$ cat src/rtl/onehot_sweep_decoder.sv
// Registered SEL_W-to-2^SEL_W one-hot decoder with a valid/ready command port.
// DIRECT decodes in one cycle; SWEEP walks the hot bit from 0 to the target with DWELL cycles per step.
//
// state | meaning
// ------+------------------------------------------------------------
// IDLE  | ready for a command; out/out_valid hold the last result
// SWEEP | stepping the hot bit toward the latched target
module onehot_sweep_decoder #(
  parameter int SEL_W = 3,
  parameter int DWELL = 1
) (
  input  logic                  clk,
  input  logic                  rst,
  input  logic                  in_valid,
  output logic                  in_ready,
  input  logic [SEL_W-1:0]      in_sel,
  input  logic                  in_mode,
  input  logic                  clr,
  output logic [2**SEL_W-1:0]   out,
  output logic                  out_valid,
  output logic                  busy,
  output logic                  done
);

  localparam int OUT_W = 2**SEL_W;
  localparam int CNT_W = $clog2(DWELL + 1);
  localparam logic [CNT_W-1:0] DWELL_LAST = CNT_W'(DWELL - 1);

  typedef enum logic {
    IDLE  = 1'b0,
    SWEEP = 1'b1
  } state_t;

  state_t              state;
  state_t              state_nx;
  logic [SEL_W-1:0]    index;
  logic [SEL_W-1:0]    index_nx;
  logic [SEL_W-1:0]    target;
  logic [SEL_W-1:0]    target_nx;
  logic [CNT_W-1:0]    cnt;
  logic [CNT_W-1:0]    cnt_nx;
  logic [OUT_W-1:0]    out_nx;
  logic                out_valid_nx;
  logic                done_nx;
  logic                accept;
  logic                dwell_running;
  logic                at_target;

  function automatic logic [OUT_W-1:0] onehot(input logic [SEL_W-1:0] code);
    logic [OUT_W-1:0] vec;
    vec = '0;
    vec[code] = 1'b1;
    return vec;
  endfunction

  assign accept        = in_valid && (state == IDLE);
  assign dwell_running = (cnt < DWELL_LAST);
  assign at_target     = (index == target);

  always_ff @(posedge clk) begin
    if (rst) begin
      state <= IDLE;
    end else begin
      state <= state_nx;
    end
  end

  always_comb begin
    state_nx = state;
    if (clr) begin
      state_nx = IDLE;
    end else begin
      case (state)
        IDLE:    if (accept && in_mode) state_nx = SWEEP;
        SWEEP:   if (!dwell_running && at_target) state_nx = IDLE;
        default: state_nx = IDLE;
      endcase
    end
  end

  // Next values of the registered outputs and the sweep datapath.
  always_comb begin
    index_nx     = index;
    target_nx    = target;
    cnt_nx       = cnt;
    out_nx       = out;
    out_valid_nx = out_valid;
    done_nx      = 1'b0;
    if (clr) begin
      index_nx     = '0;
      cnt_nx       = '0;
      out_nx       = '0;
      out_valid_nx = 1'b0;
    end else begin
      case (state)
        IDLE: begin
          if (accept) begin
            if (in_mode) begin
              target_nx    = in_sel;
              index_nx     = '0;
              cnt_nx       = '0;
              out_nx       = onehot('0);
              out_valid_nx = 1'b0;
            end else begin
              out_nx       = onehot(in_sel);
              out_valid_nx = 1'b1;
            end
          end
        end
        SWEEP: begin
          if (dwell_running) begin
            cnt_nx = cnt + CNT_W'(1);
          end else if (!at_target) begin
            index_nx = index + SEL_W'(1);
            out_nx   = onehot(index + SEL_W'(1));
            cnt_nx   = '0;
          end else begin
            out_valid_nx = 1'b1;
            done_nx      = 1'b1;
          end
        end
        default: begin
          out_nx       = '0;
          out_valid_nx = 1'b0;
        end
      endcase
    end
  end

  always_ff @(posedge clk) begin
    if (rst) begin
      index     <= '0;
      target    <= '0;
      cnt       <= '0;
      out       <= '0;
      out_valid <= 1'b0;
      done      <= 1'b0;
    end else begin
      index     <= index_nx;
      target    <= target_nx;
      cnt       <= cnt_nx;
      out       <= out_nx;
      out_valid <= out_valid_nx;
      done      <= done_nx;
    end
  end

  assign in_ready = (state == IDLE);
  assign busy     = (state == SWEEP);

endmodule

$ cat config.mk
export PLATFORM = sky130hd
export DESIGN_NAME = onehot_sweep_decoder
export DESIGN_NICKNAME = d
export VERILOG_FILES = /design/src/rtl/onehot_sweep_decoder.sv
export SDC_FILE = /design/constraint.sdc
export NUM_CORES = 1
export LEC_CHECK = 0
export ABC_AREA = 0
export BUFFER_PORTS_ARGS = -buffer_cell sky130_fd_sc_hd__clkbuf_2
export CORE_MARGIN = 3
export CORE_UTILIZATION = 35
export CTS_CLUSTER_SIZE = 12
export DETAILED_ROUTE_END_ITERATION = 6
export GPL_TIMING_DRIVEN = 1
export HOLD_SLACK_MARGIN = 0.15
export PLACE_DENSITY = 0.67
export SLEW_MARGIN = 0
export SYNTH_ARGS = -nofsm -noshare
export SYNTH_HDL_FRONTEND = slang
export SYNTH_SLANG_ARGS = --single-unit
$ cat constraint.sdc
create_clock -name clk -period 1.5 [get_ports clk]
set_input_delay 0.3 -clock clk [delete_from_list [all_inputs] [get_ports clk]]
set_output_delay 0.3 -clock clk [all_outputs]
set_load 0.05 [all_outputs]
# [Word level (Yosys, flattened, before mapping)]
# Cells that the tools add are included.
[totals] mem_bits_ro=0 latch_bits=0 out_inout_bits=12 n_memories=0 in_bits=8 regBits=18 ramBits=0
[classes] bitwise_logic=2 shift=0 div_mod_pow=0 n_lt_le_gt_ge=5 eq_ne=7 mux=28 addsub=2 multipliers=0 reduce_logical=13
[ops] operator="two-way mux 8 bit" count=4
[ops] operator="one-hot mux 8 bit (2 select lines)" count=1
[ops] operator="two-way mux 1 bit" count=13
[ops] operator="two-way mux 3 bit" count=4
[ops] operator="AND reduction 3 bit" count=3
[ops] operator="< comparator 3 x 4 -> 1 bit, second input constant" count=2
[ops] operator="AND reduction 4 bit" count=2
[ops] operator="demux 1 bit (select 3 bit)" count=2
[ops] operator=">= comparator 3 x 1 -> 1 bit, second input constant" count=2
[ops] operator="!= test 2 x 1 -> 1 bit, second input constant" count=3
[ops] operator="one-hot mux 1 bit (2 select lines)" count=3
[ops] operator="one-hot mux 3 bit (2 select lines)" count=1
[ops] operator="logical AND 1 bit" count=5
[ops] operator="!= test 2 bit, second input constant" count=2
[ops] operator="OR reduction 4 bit" count=1
[ops] operator="adder 3 x 1 -> 3 bit, second input constant" count=1
[ops] operator="equality test 3 bit" count=1
[ops] operator="!= test 3 bit, second input constant" count=1
[ops] operator="NOT 1 bit" count=2
[ops] operator="OR reduction 2 bit" count=1
[ops] operator="adder 1 bit, second input constant" count=1
[ops] operator="zero test 1 bit" count=1
[ops] operator="< comparator 1 bit, second input constant" count=1

# [Longest topological paths before layout]
# Gate-level depths: netlist (run 1).
[logic_depth] ltp_word=8 depth_mapped=6

# [Least setup slack after synthesis (run 1)]
# No wires, ideal clock.
[synth_timing] path_type="reg2reg" startpoint="reg state (netlist: busy)" endpoint="reg index[2]" required_ns=1.429 arrival_ns=1.776 path_stages_with_launch=6 setup_ns=0.071 slack_ns=-0.348 cell_sequence="dfxtp_1 buf_2 inv_1 a31o_2 a21o_1 a21oi_1"
[synth_via] elab_chain_len=4
[synth_lines] item="start, declared" line="34" rtl="state_t state;"
[synth_lines] item="start signal, assigned" line="64" rtl="state <= state_nx;"
[synth_lines] item="NOT 1 bit (no line) (*)"
[synth_lines] item="named net in_ready" line="15" rtl="output logic in_ready,"
[synth_lines] item="logical AND 1 bit" line="56" rtl="assign accept = in_valid && (state == IDLE);"
[synth_lines] item="!= test 2 x 1 -> 1 bit (no line)"
[synth_lines] item="AND reduction 4 bit (no line)"
[synth_lines] item="end signal, assigned" line="139" rtl="index <= index_nx;"
[synth_lines] item="end, declared" line="36" rtl="logic [SEL_W-1:0] index;"
# Mark *: on every way through the listed nets, which the timed path passes. The rest lies on a longest branch.
# A chain may end at the register's enable or synchronous reset.

# [Worst setup path in the final report (run 1)]
[layout_timing] startpoint="reg state (netlist: busy)" endpoint="reg out[5]"
[layout_via] elab_chain_len=4
[layout_lines] item="NOT 1 bit (no line)"
[layout_lines] item="logical AND 1 bit" line="56"
[layout_lines] item="!= test 2 x 1 -> 1 bit (no line)"
[layout_lines] item="AND reduction 3 bit (no line)"
[layout_lines] item="end signal, assigned" line="142" rtl="out <= out_nx;"
[layout_lines] item="end, declared" line="19" rtl="output logic [2**SEL_W-1:0] out,"
# Several ways; a longest one is shown, not always the timed one.

==> impl_metrics.sql, run 1 <==
INSERT INTO impl_metrics (metric_group, metric, value, unit) VALUES
('outcome', 'status', 'finished clean', ''),
('layout', 'layout.cells.most_common', 'clkbuf_2', ''),
('timing', 'timing.final.ws_setup', '42.4', 'ps'),
('power_and_ir_drop', 'power_per_cell_area', '774', 'nW/um^2'),
('timing', 'slew_headroom', '0.714', ''),
('drt', 'wire_per_inst', '14.2', 'um'),
('logic_synthesis', 'fraction_of_the_mapped_netlist_area_in_compound_gates', '0.237', ''),
('layout', 'layout-area-overhead-vs-synth', '28.5', '%'),
('timing', 'timing.clock.skew', '7.00', 'ps'),
('critical_path', 'worst_ep_arrival_time', '1670', 'ps'),
('floorplanning', 'die_width', '56.6', 'um'),
('logic_synthesis', 'main_combinational_cell_family_by_area_after_synthesis', 'simple AND/OR/NAND/NOR gates', ''),
('logic_synthesis', 'muxShareOfSynthArea', '0', ''),
('drt', 'drt_drc_violations_left', '0', ''),
('logic_synthesis', 'synthDistinctLibCells', '39', ''),
('logic_synthesis', 'synth-seq-cells', '17', ''),
('clock_network', 'number_of_buffers_inserted_during_clock_tree_synthesis', '3', ''),
('timing', 'final_min_period_over_clock_period', '0.972', ''),
('logic_synthesis', 'share_of_yosys_cell_area_claimed_by_the_top_area_cell_type', '0.379', ''),
('global_route', 'grt_pass1_wl', '3.25', 'mm'),
('global_route', 'gr-total-overflow', '0', ''),
('timing', 'fmaxAchievable', '686', 'MHz'),
('placement', 'detailedPlacementHpwl', '1.41', 'mm'),
('timing', 'finalHoldViolCount', '0', ''),
('floorplanning', 'rows', '17', ''),
('layout', 'fillers', '214', ''),
('run', 'maxCapViolCount', '0', ''),
('floorplanning', 'initial_core_utilization', '0.387', ''),
('critical_path', 'data_required_critical_path', '1710', 'ps'),
('power_and_ir_drop', 'vdd.ir_drop.worst', '0.496', 'mV'),
('placement', 'buffer_ports.inserted', '19', ''),
('floorplanning', 'standard_cell_core_area', '2320', 'um^2'),
('drt', 'drtAntennaViolNets', '0', ''),
('layout', 'drive_above_1_share', '0.344', ''),
('floorplanning', 'boundaryPins', '20', ''),
('critical_path', 'crit_type', 'reg2reg', ''),
('logic_synthesis', 'postSynthNetCount', '114', ''),
('timing', 'tightest_pin_transition', '427', 'ps'),
('logic_synthesis', 'post_synth_simple_gate_area', '0.273', ''),
('power_and_ir_drop', 'report.power.total', '892', 'uW'),
('logic_synthesis', 'synthAdderAreaFrac', '0.0139', ''),
('clock_network', 'max-clock-path-buffers', '2', ''),
('clock_network', 'cts_sinks', '17', ''),
('drt', 'drt_pass1_iterations', '5', ''),
('timing', 'grt_setup_unrepaired', 'yes', ''),
('power_and_ir_drop', 'cellLeakagePower', '0.000413', 'uW'),
('critical_path', 'endpoint_kind', 'flop', ''),
('logic_synthesis', 'synth_area_leaders', 'dfxtp_1, nor2_1, a21oi_1', ''),
('drt', 'wl', '2.21', 'mm'),
('layout', 'num-nets-final', '138', ''),
('placement', 'pre_cts_ws', '-2.44', 'ps'),
('clock_network', 'post_cts_hold_buffer_count', '0', ''),
('logic_synthesis', 'netlist_area', '897', 'um^2'),
('drt', 'detailedRoute.firstIterationViolations', '45', ''),
('global_route', 'global_routing_usage_summed_across_all_routing_layers', '0.129', ''),
('clock_network', 'cts_tree', 'yes', ''),
('clock_network', 'clock-root-buffer', 'clkbuf_4', ''),
('timing', 'finalMaxSlewViolations', '0', ''),
('critical_path', 'worstSetupStartpointType', 'flop', ''),
('logic_synthesis', 'postSynthCellCount', '105', ''),
('critical_path', 'crit_fanout', '12', ''),
('global_route', 'grt_pass1_vias', '725', ''),
('global_route', 'antenna_found_initial', '0', ''),
('timing', 'finalSetupViolCount', '0', ''),
('logic_synthesis', 'postSynthAreaPerCell', '8.54', 'um^2'),
('clock_network', 'cts_htree_levels', '1', ''),
('min_path', 'worstHoldPathType', 'in2reg', ''),
('clock_network', 'clk_pin_slew', '110', 'ps'),
('global_route', 'grt_start_max_net_pins', '17', ''),
('clock_network', 'clock_insertion_delay_worst_skew', '290', 'ps'),
('floorplanning', 'die_h', '56.6', 'um'),
('logic_synthesis', 'yosys_warnings', '0', ''),
('logic_synthesis', 'ys_seq_area_frac', '0.379', ''),
('logic_synthesis', 'synth_largest_area_cell', 'dfxtp_1', ''),
('layout', 'mostFrequentLayoutCells', 'clkbuf_2, dfxtp_1, nor2_1', ''),
('logic_synthesis', 'synth_xor_area_frac', '0.0474', ''),
('drt', 'vias', '864', ''),
('floorplanning', 'die_outline_area', '3210', 'um^2'),
('placement', 'place_congestion', '0.727', ''),
('timing', 'period_needed', '1460', 'ps'),
('drt', 'via_count_normalized_by_instance_count', '5.54', ''),
('layout', 'antenna-diode-count', '0', '');
-- sequential cells by signal, indices dropped and copies added, names as in the netlist --
signal / count
busy: 1
target: 3
out: 8
out_valid: 1
index: 3
done: 1
-- Yosys cell counts --
library cell and n:
nor3_2 2, buf_6 1, nand3b_1 1, a21oi_1 8
nand4b_1 1, nand2_1 6, nor4bb_1 1, ha_1 1
o31ai_1 1, o41ai_1 1, clkbuf_1 3, a211oi_1 3
xnor2_2 1, a2bb2oi_1 1, o311a_1 1, nand2b_1 4
o21ai_0 7, and3_1 1, a22oi_1 1, inv_1 3
xor2_1 1, buf_2 2, o32a_1 1, or2b_1 1
a211oi_2 1, or2_2 1, nor3b_1 2, or3b_1 1
a31o_2 1, xnor2_1 2, nor3_1 1, dfxtp_1 17
a31oi_1 1, nor2_2 1, nand3_1 7, nand4_1 2
nor2_1 13, a21o_1 1, a41oi_4 1
-- per-stage QoR --
stage	hold WS (ps)	util	cells	TNS [ps]	instance area, um^2
floorplan	369	-	105	-2.26	920
global placement	431	0.446	149	-7.74	1030
detailed placement	439	0.446	149	-2.44	1030
CTS	211	0.457	153	0	1060
global route	206	0.497	156	-30.8	1150
finish	205	0.497	156	0	1150
-- path summary, 6_finish.rpt --
check             slack (ps)  startpoint  cells after the start        end
setup / recovery          40        busy                      5     out[5]
hold / removal           210         rst                      2  target[1]
setup reg to reg          40        busy                      5     out[5]
hold reg to reg          450   out_valid                      2  out_valid
-- critical path: stages (launching register included) --
cell and delay, ps:
dfxtp_4 410, buf_4 150, or3b_1 390, nor2_1 100
a22oi_1 70, a211oi_1 250
-- kinds of logic (layout without fill, tap and decap cells) --
group	count (synthesis)	in the layout
AO/OA/AOI/OAI	29	30
XOR/XNOR	4	4
adder cells (fa/ha/maj)	1	1
buffers and inverters	9	31
flip-flops	17	17
AND/OR/NAND/NOR	45	45
-- timing repair --
action	CTS	global route
buffers inserted	0	2
hold endpoints to repair	0	0
resized for setup	0	10
endpoints found under the setup margin	2	9
gates cloned	0	1
pin swaps	1	1
-- power by group --
part           switching, uW  total, uW  internal [uW]
logic                    111        164           52.5
registers               11.1        474            463
clock network            151        255            103
-- layer usage --
metal	up-vias	part of all wire	wire, um	global-route usage
li1	430	-	-	-
met1	399	0.42	937	0.176
met2	29	0.50	1120	0.193
met3	6	0.048	106	0.0322
met4	0	0.024	52	0.0508
met5	-	0	0	0
-- layout make-up --
cell class | instances | area (um^2) | area share
Multi-Input combinational cell | 80 | 597 | 0.518
Sequential cell | 17 | 347 | 0.301
Timing Repair Buffer | 24 | 133 | 0.115
Tap cell | 28 | 35.0 | 0.0304
Clock buffer | 4 | 26.3 | 0.0228
Inverter | 3 | 15.0 | 0.0130
No activity file was read; power rests on OpenSTA's default activity.
==> run 2, diff against run 1 <==
--- a/config.mk
+++ b/config.mk
@@ -7,13 +7,15 @@
 export LEC_CHECK = 0
 export ABC_AREA = 0
 export BUFFER_PORTS_ARGS = -buffer_cell sky130_fd_sc_hd__clkbuf_2
+export CELL_PAD_IN_SITES_DETAIL_PLACEMENT = 0
+export CELL_PAD_IN_SITES_GLOBAL_PLACEMENT = 1
 export CORE_MARGIN = 3
 export CORE_UTILIZATION = 35
 export CTS_CLUSTER_SIZE = 12
 export DETAILED_ROUTE_END_ITERATION = 6
 export GPL_TIMING_DRIVEN = 1
 export HOLD_SLACK_MARGIN = 0.15
-export PLACE_DENSITY = 0.67
+export PLACE_DENSITY = 0.82
 export SLEW_MARGIN = 0
 export SYNTH_ARGS = -nofsm -noshare
 export SYNTH_HDL_FRONTEND = slang
==> constraint.sdc (replaced) <==
create_clock -name clk -period 1.79 [get_ports clk]
set_input_delay 0.358 -clock clk [delete_from_list [all_inputs] [get_ports clk]]
set_output_delay 0.358 -clock clk [all_outputs]
set_load 0.05 [all_outputs]
==> impl_metrics.sql, run 2 (synthesized netlist as in run 1, its figures left out) <==
INSERT INTO impl_metrics (metric_group, metric, value, unit) VALUES
('power_and_ir_drop', 'sw_frac_of_total', '0.300', ''),
('critical_path', 'rr_endpoint', 'out[4]', ''),
('clock_network', 'cts_resized', '0', ''),
('layout', 'mostFrequentLayoutCells', 'clkbuf_2, dfxtp_1, nor2_1', ''),
('drt', 'via_count_normalized_by_instance_count', '5.31', ''),
('layout', 'antenna-diode-count', '0', ''),
('layout', 'fillers', '229', ''),
('drt', 'drt_pass1_iterations', '4', ''),
('drt', 'drtAntennaViolNets', '0', ''),
('timing', 'timing.clock.skew', '2.24', 'ps'),
('timing', 'tightest_pin_transition', '496', 'ps'),
('drt', 'wl', '1.97', 'mm'),
('timing', 'finalSetupViolCount', '0', ''),
('clock_network', 'post_cts_hold_buffer_count', '0', ''),
('power_and_ir_drop', 'power_per_cell_area', '710', 'nW/um^2'),
('critical_path', 'crit_fanout', '7', ''),
('timing', 'fmaxAchievable', '638', 'MHz'),
('global_route', 'gr-total-overflow', '0', ''),
('power_and_ir_drop', 'cellLeakagePower', '0.000387', 'uW'),
('min_path', 'worstHoldPathType', 'in2reg', ''),
('timing', 'grt_setup_unrepaired', 'no', ''),
('layout', 'largest_registers', 'out: 8 flops, index: 3 flops, target: 3 flops', ''),
('global_route', 'grt_start_max_net_pins', '17', ''),
('power_and_ir_drop', 'combinationalPowerShare', '0.169', ''),
('outcome', 'status', 'finished clean', ''),
('floorplanning', 'die_h', '56.6', 'um'),
('min_path', 'whs_endpoint', 'target[1]', ''),
('critical_path', 'r2r_start', 'index[1]', ''),
('run', 'maxCapViolCount', '0', ''),
('placement', 'post-place-cells', '147', ''),
('layout', 'multi_input_comb_area', '513', 'um^2'),
('layout', 'post_layout_nonfiller_instances', '151', ''),
('timing', 'final_min_period_over_clock_period', '0.876', ''),
('global_route', 'antenna_found_initial', '0', ''),
('power_and_ir_drop', 'power.switching', '219', 'uW'),
('floorplanning', 'standard_cell_core_area', '2320', 'um^2'),
('critical_path', 'worst_r2r_path_depth', '5', ''),
('power_and_ir_drop', 'report.power.total', '731', 'uW'),
('placement', 'buffer_ports.inserted', '19', ''),
('drt', 'drt-met1-wl', '932', 'um'),
('min_path', 'holdPathStages', '2', ''),
('timing', 'timing.final.ws_setup', '222', 'ps'),
('global_route', 'grt_pass1_wl', '3.42', 'mm'),
('power_and_ir_drop', 'power_report.internal_total', '512', 'uW'),
('layout', 'num-nets-final', '133', ''),
('global_route', 'grt_pass1_vias', '754', ''),
('placement', 'place_congestion', '0.772', ''),
('timing', 'finalMaxSlewViolations', '0', ''),
('layout', 'layout-area-overhead-vs-synth', '14.8', '%'),
('placement', 'pre_cts_ws', '267', 'ps'),
('drt', 'highest_layer', 'met4', ''),
('critical_path', 'reg2reg_setup_slack', '220', 'ps'),
('timing', 'period_needed', '1570', 'ps'),
('clock_network', 'post_cts.repair.setup_buffers', '0', ''),
('floorplanning', 'initial_core_utilization', '0.387', ''),
('critical_path', 'data_required_critical_path', '2020', 'ps'),
('global_route', 'global_routing_usage_summed_across_all_routing_layers', '0.135', ''),
('drt', 'wl_met2', '924', 'um'),
('timing', 'tns', '0', 'ps'),
('floorplanning', 'boundaryPins', '20', ''),
('critical_path', 'worstSetupStartpointType', 'flop', ''),
('timing', 'finalHoldViolCount', '0', ''),
('layout', 'layout.cells.most_common', 'clkbuf_2', ''),
('power_and_ir_drop', 'clock_share_of_power', '0.289', ''),
('min_path', 'worst_hold_startpoint', 'rst', ''),
('critical_path', 'crit_type', 'reg2reg', ''),
('critical_path', 'endpoint_kind', 'flop', ''),
('clock_network', 'clk_pin_slew', '100', 'ps'),
('layout', 'largest_register_ffs', '8', ''),
('floorplanning', 'die_width', '56.6', 'um'),
('clock_network', 'clock-root-buffer', 'clkbuf_4', ''),
('floorplanning', 'rows', '17', ''),
('drt', 'drt_drc_violations_left', '0', ''),
('floorplanning', 'die_outline_area', '3210', 'um^2'),
('clock_network', 'max-clock-path-buffers', '2', ''),
('drt', 'detailedRoute.firstIterationViolations', '22', ''),
('timing', 'slew_headroom', '0.668', ''),
('drt', 'wire_per_inst', '13.1', 'um'),
('clock_network', 'clock_insertion_delay_worst_skew', '290', 'ps'),
('clock_network', 'number_of_buffers_inserted_during_clock_tree_synthesis', '3', ''),
('drt', 'wl_met3', '100', 'um'),
('layout', 'utilization', '0.444', ''),
('power_and_ir_drop', 'seq_power_share', '0.543', ''),
('clock_network', 'cts_sinks', '17', ''),
('placement', 'detailedPlacementHpwl', '1.47', 'mm'),
('critical_path', 'worst_ep_arrival_time', '1800', 'ps'),
('power_and_ir_drop', 'vdd.ir_drop.worst', '0.393', 'mV'),
('drt', 'vias', '802', ''),
('layout', 'register_area', '342', 'um^2'),
('clock_network', 'cts_tree', 'yes', ''),
('layout', 'largest-register', 'out', ''),
('clock_network', 'cts_htree_levels', '1', ''),
('layout', 'drive_above_1_share', '0.260', '');
[run 2: worst max path at each step]
| stage | depth (start not counted) | endpoint | slack, ps | from |
|---|---|---|---|---|
| after CTS | 2 | in_ready | 240 | busy |
| after global placement | 5 | out[1] | 270 | index[0] |
| final | 5 | out[4] | 220 | index[1] |
| after floorplan | 5 | index[2] | 160 | busy |
| after detailed placement | 5 | out[1] | 270 | index[0] |
| after global routing | 5 | out[4] | 60 | index[1] |
[run 2: per-layer routing]
| metal | global-route usage | vias to the layer above |
|---|---|---|
| li1 | - | 420 |
| met1 | 0.170 | 359 |
| met2 | 0.211 | 21 |
| met3 | 0.0414 | 2 |
| met4 | 0.0542 | 0 |
| met5 | 0 | - |
[run 2: layout make-up]
class                           instances  share of cell area
Multi-Input combinational cell         79               0.498
Timing Repair Buffer                   20              0.0996
Clock buffer                            4              0.0255
Inverter                                3              0.0109
Sequential cell                        17               0.332
Tap cell                               28              0.0340
[run 2: per-stage QoR]
step	hold WS [ps]	area [um^2]
after floorplan	427	898
after global placement	430	1000
final	276	1030
after detailed placement	435	1000
after CTS	274	1030
after global routing	264	1030
[run 2: power groups by stage]
stage	sequential (uW)	combinational, uW	clock (uW)
after floorplan	433	67.4	0
after global placement	405	124	0
after detailed placement	406	124	0
after CTS	397	124	220
after global routing	399	135	245
final	397	123	211
[run 2: worst max-delay path, cell delays in order, from the launching register on]
cell and delay [ps]:
dfxtp_1 380, ha_1 220, xor2_1 420, nor3b_1 240
o21ai_0 100, a21oi_1 140
==> run 3, diff against run 2 <==
--- a/config.mk
+++ b/config.mk
@@ -10,12 +10,12 @@
 export CELL_PAD_IN_SITES_DETAIL_PLACEMENT = 0
 export CELL_PAD_IN_SITES_GLOBAL_PLACEMENT = 1
 export CORE_MARGIN = 3
-export CORE_UTILIZATION = 35
+export CORE_UTILIZATION = 41
 export CTS_CLUSTER_SIZE = 12
 export DETAILED_ROUTE_END_ITERATION = 6
 export GPL_TIMING_DRIVEN = 1
 export HOLD_SLACK_MARGIN = 0.15
-export PLACE_DENSITY = 0.82
+export PLACE_DENSITY = 0.92
 export SLEW_MARGIN = 0
 export SYNTH_ARGS = -nofsm -noshare
 export SYNTH_HDL_FRONTEND = slang
==> constraint.sdc (replaced) <==
create_clock -name clk -period 1.79 [get_ports clk]
set_input_delay 0.358 -clock clk [delete_from_list [all_inputs] [get_ports clk]]
set_output_delay 0.358 -clock clk [all_outputs]
set_load 0.02 [all_outputs]
==> impl_metrics.sql, run 3 (synthesized netlist as in run 1, its figures left out) <==
INSERT INTO impl_metrics (metric_group, metric, value, unit) VALUES
('drt', 'wl', '1.93', 'mm'),
('global_route', 'global_routing_usage_summed_across_all_routing_layers', '0.169', ''),
('floorplanning', 'die_width', '52.8', 'um'),
('placement', 'post_dp_cell_area', '1010', 'um^2'),
('layout', 'fillers', '208', ''),
('drt', 'wire_per_inst', '12.8', 'um'),
('global_route', 'antenna_found_initial', '0', ''),
('floorplanning', 'die_outline_area', '2790', 'um^2'),
('critical_path', 'critical_path_buf_inv_count', '3', ''),
('critical_path', 'timing.critical_path.max_delay_family', 'flip-flops', ''),
('clock_network', 'cts_tree', 'yes', ''),
('floorplanning', 'die_h', '52.8', 'um'),
('floorplanning', 'rows', '16', ''),
('layout', 'finalInstanceArea', '1030', 'um^2'),
('critical_path', 'crit_fanout', '10', ''),
('clock_network', 'clk_pin_slew', '90', 'ps'),
('layout', 'drive_above_1_share', '0.258', ''),
('timing', 'finalMaxSlewViolations', '0', ''),
('layout', 'antenna-diode-count', '0', ''),
('timing', 'grt_setup_unrepaired', 'no', ''),
('drt', 'via_count_normalized_by_instance_count', '5.38', ''),
('clock_network', 'max-clock-path-buffers', '2', ''),
('drt', 'drt_pass1_iterations', '4', ''),
('layout', 'layout-area-overhead-vs-synth', '15.3', '%'),
('layout', 'largest_registers', 'out: 8 flops, index: 3 flops, target: 3 flops', ''),
('critical_path', 'critical_path.cell_chain', 'buf_4 > inv_1 > clkbuf_2', ''),
('critical_path', 'crit_type', 'reg2out', ''),
('layout', 'post_layout_nonfiller_instances', '151', ''),
('critical_path', 'worst_ep_arrival_time', '1240', 'ps'),
('placement', 'buffer_ports.inserted', '19', ''),
('min_path', 'worstHoldPathType', 'in2reg', ''),
('timing', 'timing.final.ws_setup', '196', 'ps'),
('layout', 'num-nets-final', '134', ''),
('placement', 'place_congestion', '0.792', ''),
('timing', 'final_min_period_over_clock_period', '0.891', ''),
('timing', 'tightest_pin_transition', '477', 'ps'),
('outcome', 'status', 'finished clean', ''),
('drt', 'detailedRoute.firstIterationViolations', '26', ''),
('placement', 'post-place-cells', '147', ''),
('clock_network', 'number_of_buffers_inserted_during_clock_tree_synthesis', '3', ''),
('clock_network', 'clock_insertion_delay_worst_skew', '280', 'ps'),
('critical_path', 'endpoint_kind', 'output port', ''),
('global_route', 'grt_pass1_wl', '3.48', 'mm'),
('layout', 'mostFrequentLayoutCells', 'clkbuf_2, dfxtp_1, nor2_1', ''),
('clock_network', 'cts_htree_levels', '1', ''),
('clock_network', 'clock-root-buffer', 'clkbuf_4', ''),
('timing', 'period_needed', '1590', 'ps'),
('critical_path', 'data_required_critical_path', '1430', 'ps'),
('timing', 'fmaxAchievable', '627', 'MHz'),
('critical_path', 'timing.critical_path.slowest_cell_delay', '520', 'ps'),
('global_route', 'grt_start_max_net_pins', '17', ''),
('power_and_ir_drop', 'vdd.ir_drop.worst', '0.443', 'mV'),
('layout', 'layout.cells.most_common', 'clkbuf_2', ''),
('power_and_ir_drop', 'cellLeakagePower', '0.000392', 'uW'),
('clock_network', 'cts_resized', '0', ''),
('global_route', 'grt_pass1_vias', '772', ''),
('critical_path', 'critical_path.slowest_cell', 'dfxtp_1', ''),
('timing', 'finalHoldViolCount', '0', ''),
('floorplanning', 'boundaryPins', '20', ''),
('placement', 'detailedPlacementHpwl', '1.46', 'mm'),
('timing', 'slew_headroom', '0.681', ''),
('floorplanning', 'standard_cell_core_area', '2020', 'um^2'),
('placement', 'pre_cts_ws', '280', 'ps'),
('run', 'maxCapViolCount', '0', ''),
('power_and_ir_drop', 'power_per_cell_area', '675', 'nW/um^2'),
('critical_path', 'worstSetupStartpointType', 'flop', ''),
('timing', 'tns', '0', 'ps'),
('drt', 'drt_drc_violations_left', '0', ''),
('floorplanning', 'initial_core_utilization', '0.444', ''),
('timing', 'finalSetupViolCount', '0', ''),
('clock_network', 'post_cts_hold_buffer_count', '0', ''),
('layout', 'largest_register_ffs', '8', ''),
('layout', 'largest-register', 'out', ''),
('clock_network', 'post_cts.repair.setup_buffers', '0', ''),
('timing', 'timing.clock.skew', '4.01', 'ps'),
('drt', 'vias', '812', ''),
('global_route', 'gr-total-overflow', '0', ''),
('drt', 'drtAntennaViolNets', '0', ''),
('clock_network', 'cts_sinks', '17', '');
[run 3: per-layer routing]
layer | share of wire | up-vias | global-route usage
li1 | - | 423 | -
met1 | 0.47 | 362 | 0.221
met2 | 0.47 | 25 | 0.267
met3 | 0.053 | 2 | 0.0285
met4 | 0.0078 | 0 | 0.0766
met5 | 0 | - | 0
[run 3: where the power goes]
part,internal [uW],total (uW),switching (uW)
Combinational,37.7,104,66.6
Clock,86.5,198,112
Sequential,389,396,7.42
Total,513,699,186
[run 3: final timing paths]
check                           slack, ps  startpoint  cells past startpoint   endpoint
worst max register to register        240    index[1]                      5     out[4]
worst max-delay path                  200        busy                      3   in_ready
worst min-delay path                  280         rst                      2  target[0]
worst min register to register        450   out_valid                      2  out_valid
[run 3: worst reg2reg max path, stage by stage (launching register included)]
cell,delay (ps)
dfxtp_1,380
ha_1,220
xor2_1,420
nor3b_1,230
o21ai_0,100
a21oi_1,150
[run 3: stage by stage]
stage | hold slack, ps | utilization | total power, uW
after global routing | 270 | 0.512 | 742
final | 279 | 0.512 | 699
after detailed placement | 441 | 0.499 | 509
after global placement | 428 | 0.499 | 507
after CTS | 265 | 0.512 | 712
after floorplan | 427 | - | 480
[run 3: cell type report]
cell class              count  area, um^2  share of cell area
multi-input cells          79         513               0.496
flip-flops and latches     17         340               0.329
repair buffers             21         110               0.106
well taps                  27        33.8              0.0326
clock buffers               4        26.3              0.0254
inverters                   3        11.3              0.0109
